File: src/rtl/alu_arbiter.sv
`default_nettype none
// ============================================================================
// alu_arbiter : two-port arbiter feeding one shared combinational ALU.
// Build option: ALU_ARB_FIXED_PRIO_EN (port 0 always wins contention).
// Revision    : 1.0
// ============================================================================
module alu_arbiter (
  input  logic             clk,
  input  logic             rst_n,
  input  logic [1:0]       req_valid_i,
  output logic [1:0]       req_ready_o,
  input  logic [1:0][3:0]  req_op_i,
  input  logic [1:0][31:0] req_a_i,
  input  logic [1:0][31:0] req_b_i,
  output logic [3:0]       alu_op_o,
  output logic [31:0]      alu_a_o,
  output logic [31:0]      alu_b_o,
  input  logic [31:0]      alu_out_i,
  output logic [1:0]       rsp_valid_o,
  output logic [1:0][31:0] rsp_data_o,
  input  logic [1:0]       rsp_ready_i
);

  logic             ex_valid_q, ex_valid_d;
  logic             ex_port_q, ex_port_d;
  logic [3:0]       ex_op_q, ex_op_d;
  logic [31:0]      ex_a_q, ex_a_d;
  logic [31:0]      ex_b_q, ex_b_d;
  logic [1:0]       rsp_valid_q, rsp_valid_d;
  logic [1:0][31:0] rsp_data_q, rsp_data_d;

  logic [1:0] ex_dst;
  logic [1:0] eligible;
  logic [1:0] grant;

  // A port is blocked while its op sits in EX or its response slot is full and not draining.
  assign ex_dst   = {ex_valid_q & ex_port_q, ex_valid_q & ~ex_port_q};
  assign eligible = req_valid_i & ~ex_dst & ~(rsp_valid_q & ~rsp_ready_i);

`ifdef ALU_ARB_FIXED_PRIO_EN
  always_comb begin
    grant = 2'b00;
    if (eligible[0]) begin
      grant = 2'b01;
    end else if (eligible[1]) begin
      grant = 2'b10;
    end
  end
`else
  logic last_grant_q, last_grant_d;

  always_comb begin
    grant        = eligible;
    last_grant_d = last_grant_q;
    if (eligible == 2'b11) begin
      grant = last_grant_q ? 2'b01 : 2'b10;
    end
    if (grant[1]) begin
      last_grant_d = 1'b1;
    end else if (grant[0]) begin
      last_grant_d = 1'b0;
    end
  end

  always_ff @(posedge clk or negedge rst_n) begin
    if (!rst_n) begin
      last_grant_q <= 1'b1;
    end else begin
      last_grant_q <= last_grant_d;
    end
  end
`endif

  assign req_ready_o = grant & {2{rst_n}};

  always_comb begin
    ex_valid_d = |grant;
    ex_port_d  = ex_port_q;
    ex_op_d    = ex_op_q;
    ex_a_d     = ex_a_q;
    ex_b_d     = ex_b_q;
    if (grant[0]) begin
      ex_port_d = 1'b0;
      ex_op_d   = req_op_i[0];
      ex_a_d    = req_a_i[0];
      ex_b_d    = req_b_i[0];
    end else if (grant[1]) begin
      ex_port_d = 1'b1;
      ex_op_d   = req_op_i[1];
      ex_a_d    = req_a_i[1];
      ex_b_d    = req_b_i[1];
    end
  end

  // A result written at the same edge as a pop takes precedence over the clear.
  always_comb begin
    rsp_valid_d = rsp_valid_q;
    rsp_data_d  = rsp_data_q;
    for (int i = 0; i < 2; i++) begin
      if (rsp_valid_q[i] & rsp_ready_i[i]) begin
        rsp_valid_d[i] = 1'b0;
      end
      if (ex_dst[i]) begin
        rsp_valid_d[i] = 1'b1;
        rsp_data_d[i]  = alu_out_i;
      end
    end
  end

  always_ff @(posedge clk or negedge rst_n) begin
    if (!rst_n) begin
      ex_valid_q  <= 1'b0;
      ex_port_q   <= 1'b0;
      ex_op_q     <= 4'd0;
      ex_a_q      <= 32'd0;
      ex_b_q      <= 32'd0;
      rsp_valid_q <= 2'b00;
      rsp_data_q  <= '0;
    end else begin
      ex_valid_q  <= ex_valid_d;
      ex_port_q   <= ex_port_d;
      ex_op_q     <= ex_op_d;
      ex_a_q      <= ex_a_d;
      ex_b_q      <= ex_b_d;
      rsp_valid_q <= rsp_valid_d;
      rsp_data_q  <= rsp_data_d;
    end
  end

  assign alu_op_o    = ex_op_q;
  assign alu_a_o     = ex_a_q;
  assign alu_b_o     = ex_b_q;
  assign rsp_valid_o = rsp_valid_q;
  assign rsp_data_o  = rsp_data_q;

endmodule
`default_nettype wire

File: config.mk
export PLATFORM = sky130hd
export DESIGN_NAME = alu_arbiter
export DESIGN_NICKNAME = d
export VERILOG_FILES = /design/src/rtl/alu_arbiter.sv
export SDC_FILE = /design/constraint.sdc
export NUM_CORES = 1
export LEC_CHECK = 0
export CELL_PAD_IN_SITES_DETAIL_PLACEMENT = 1
export CELL_PAD_IN_SITES_GLOBAL_PLACEMENT = 1
export CORE_MARGIN = 4
export CORE_UTILIZATION = 29
export CTS_BUF_LIST = sky130_fd_sc_hd__clkbuf_16
export CTS_CLUSTER_DIAMETER = 80
export CTS_CLUSTER_SIZE = 24
export DETAILED_ROUTE_END_ITERATION = 8
export PLACE_DENSITY = 0.83
export SLEW_MARGIN = 40
export SYNTH_ARGS = -nofsm -noshare
export SYNTH_HDL_FRONTEND = slang
export SYNTH_SLANG_ARGS = --single-unit
File: constraint.sdc
create_clock -name clk -period 2.38 [get_ports clk]
set_input_delay 0.238 -clock clk [delete_from_list [all_inputs] [get_ports clk]]
set_output_delay 0.238 -clock clk [all_outputs]
set_load 0.01 [all_outputs]
==> impl_metrics.csv <==
group,metric,value,unit
timing,period_needed,2.23,ns
setup_path,r2r_end,"alu_b_o[2]$_DFFE_PN0P_",
layout,drive_above_1_share,0.182,
timing,maxSlewHeadroom,0.541,
setup_path,endpoint_kind,"output port",
logic_synthesis,syn_avg_cell_area,12.4,µm²
layout,fin_cells,1039,
floorplanning,ioPinCount,310,
timing,finalMaxSlewViolations,0,
place,dp_hpwl,14.7,mm
setup_path,timing.rr.start,"ex_port_q$_DFFE_PN0P_",
timing,worst_hold_slack,0.382,ns
layout,final_common_cell,"clkdlybuf4s50_1",
run_status,status,"finished, final reports clean",
timing,fin_tns_setup,0,ns
setup_path,crit_arrival,1.99,ns
floorplanning,dieArea,22100,µm²
timing,worstMarginPinSlew,0.688,ns
pwr,power.leakage,0.00397,µW
setup_path,crit_required,2.14,ns
drt,dr.pass1.iters,4,
floorplanning,start_util,0.294,
floorplanning,die_w,149,µm
place,dp_cells,1006,
floorplanning,core,19500,µm²
setup_path,worst-r2r-cell-count,5,
timing,hold_viol_final,0,
pwr,irDropWorstVdd,0.637,mV
timing,setup_viol_count_final,0,
global_route,grt_max_degree,70,
layout,final_cell_mix,"clkdlybuf4s50_1, dfrtp_1, nand2_1",
logic_synthesis,syn-num-nets,635,
job,max-cap-violations,0,
layout,area_growth_syn_to_layout,69.9,%
drt,drtIter0Drc,156,
drt,drc,0,
setup_path,rrSetupSlack,0.64,ns
timing,fin_skew,0.00755,ns
global_route,grt_pass1_wl,32.7,mm
setup_path,worstSetupStartpoint,"ex_port_q$_DFFE_PN0P_",
logic_synthesis,ys_seq_area_frac,0.598,
logic_synthesis,synth_area,5730,µm²
clocking,clock_path_buffers,2,
drt,vias,5105,
clocking,h-tree-depth,4,
clocking,clock_latency,0.41,ns
global_route,grt_overflow,0,
drt,viasPerCell,4.91,
setup_path,cp_max_fo,7,
place,place.port_buffers,309,
setup_path,crit_type,"reg -> out",
setup_path,critPathCapture,"req_ready_o[1]",
floorplanning,rows,51,
logic_synthesis,syn_inst,461,
floorplanning,die_y,149,µm
global_route,antenna_found_initial,0,
logic_synthesis,yosysUniqueCellTypes,25,
pwr,power_density,1340,nW/µm²
timing,grt_setup_unrepaired,"false",
global_route,track_usage,0.189,
clocking,cts_made_buffers,17,
drt,routed_wl,20.7,mm
clocking,path_clk_slew,0.06,ns
layout,diodes,0,
setup_path,cp-start-kind,"flip-flop",
clocking,cts_root_buffer,"clkbuf_16",
logic_synthesis,synth_seq_cells,137,
logic_synthesis,yosys_warnings,0,
place,gp_congestion,0.723,
timing,clock.fmax,448,MHz
timing,finalCritPeriodShare,0.937,
clocking,cts_tree,"yes",
drt,wl_per_cell,19.9,µm
drt,ant_nets,0,
hold_path,hp-class,"in -> reg",
layout,final_nets,935,
clocking,cts.sinks,137,
global_route,grt_pass1_vias,5757,
-- worst min-delay path by stage --
stage	from	endpoint	cells after the start
after global routing	alu_out_i[14]	rsp_data_o[14]$_DFFE_PN0P_	3
final	alu_out_i[1]	rsp_data_o[1]$_DFFE_PN0P_	3
after global placement	rst_n	alu_a_o[24]$_DFFE_PN0P_	2
after detailed placement	rst_n	rsp_data_o[23]$_DFFE_PN0P_	2
after floorplan	rst_n	alu_a_o[0]$_DFFE_PN0P_	0
after CTS	alu_out_i[1]	rsp_data_o[1]$_DFFE_PN0P_	3
-- where the power goes --
part	total (µW)	internal, µW	switching (µW)
logic	6200	3490	2700
registers	4190	3510	680
clock network	2700	1650	1050
total	13100	8660	4440
-- sequential cells by signal (all words and copies together) (netlist names) --
| register | flops |
|---|---|
| alu_op_o | 4 |
| alu_a_o | 32 |
| rsp_valid_o | 2 |
| rsp_data_o | 64 |
| ex_port_q | 1 |
| ex_valid_q | 1 |
| alu_b_o | 32 |
| last_grant_q | 1 |
-- cells by family after synthesis --
family / synth area share
DFF: 0.598
muxes: 0.0629
AOI/OAI and AO/OA: 0.138
and+or+nand+nor: 0.166
buffers and inverters: 0.0345
-- metrics by stage --
stage	total power [µW]	setup slack, ns	utilization	area (µm²)
CTS	13300	0.0377	0.500	9730
global placement	10300	0.283	0.468	9120
finish	13100	0.150	0.500	9740
global route	13900	0.0516	0.500	9740
detailed placement	10500	0.271	0.468	9120
floorplan	6950	0.684	-	5730
-- cell type report --
cell class,instances,area (µm²)
Clock inverter,15,175
Inverter,2,7.51
Tap cell,265,332
Sequential cell,137,3430
Multi-Input combinational cell,281,2120
Clock buffer,17,425
Timing Repair Buffer,322,3250
Fill cell,2021,9730
-- cells in the mapped netlist, drive strengths merged --
| library cell | n | area share |
|---|---|---|
| a21bo | 1 | 0.0017 |
| a21o | 1 | 0.0013 |
| and2 | 1 | 0.0011 |
| and3 | 2 | 0.0022 |
| buf | 17 | 0.017 |
| clkbuf | 24 | 0.016 |
| dfrtp | 136 | 0.59 |
| dfstp | 1 | 0.0046 |
| inv | 2 | 0.0013 |
| mux2 | 32 | 0.063 |
| nand2 | 99 | 0.065 |
| nand2b | 3 | 0.0033 |
| nand3 | 1 | 0.00087 |
| nand3b | 68 | 0.089 |
| nand4 | 1 | 0.0011 |
| nand4b | 1 | 0.0015 |
| nor2 | 1 | 0.00065 |
| nor2b | 1 | 0.0011 |
| o21a | 1 | 0.0013 |
| o221a | 68 | 0.13 |
-- metal layers --
metal / part of all wire / vias up / global-route usage / wire, µm
met4: 0.015 / 0 / 0.0485 / 315
met2: 0.51 / 201 / 0.329 / 10600
met5: 0 / - / 0 / 0
li1: - / 2276 / - / -
met3: 0.072 / 21 / 0.0606 / 1490
met1: 0.40 / 2607 / 0.225 / 8250
-- worst max-delay path, stage by stage (launching register included) --
cell and delay (ns):
dfrtp_1 0.42, nand2b_4 0.19, nand4_1 0.19, and3_1 0.19, clkdlybuf4s50_1 0.59
-- what timing repair did --
action	in CTS	in global routing
setup endpoints to repair	2	1
setup buffers	0	0
hold buffers	1	0
hold endpoints to repair	81	0
resized for setup	2	1
Note: power is estimated with default switching activity, not from simulation.
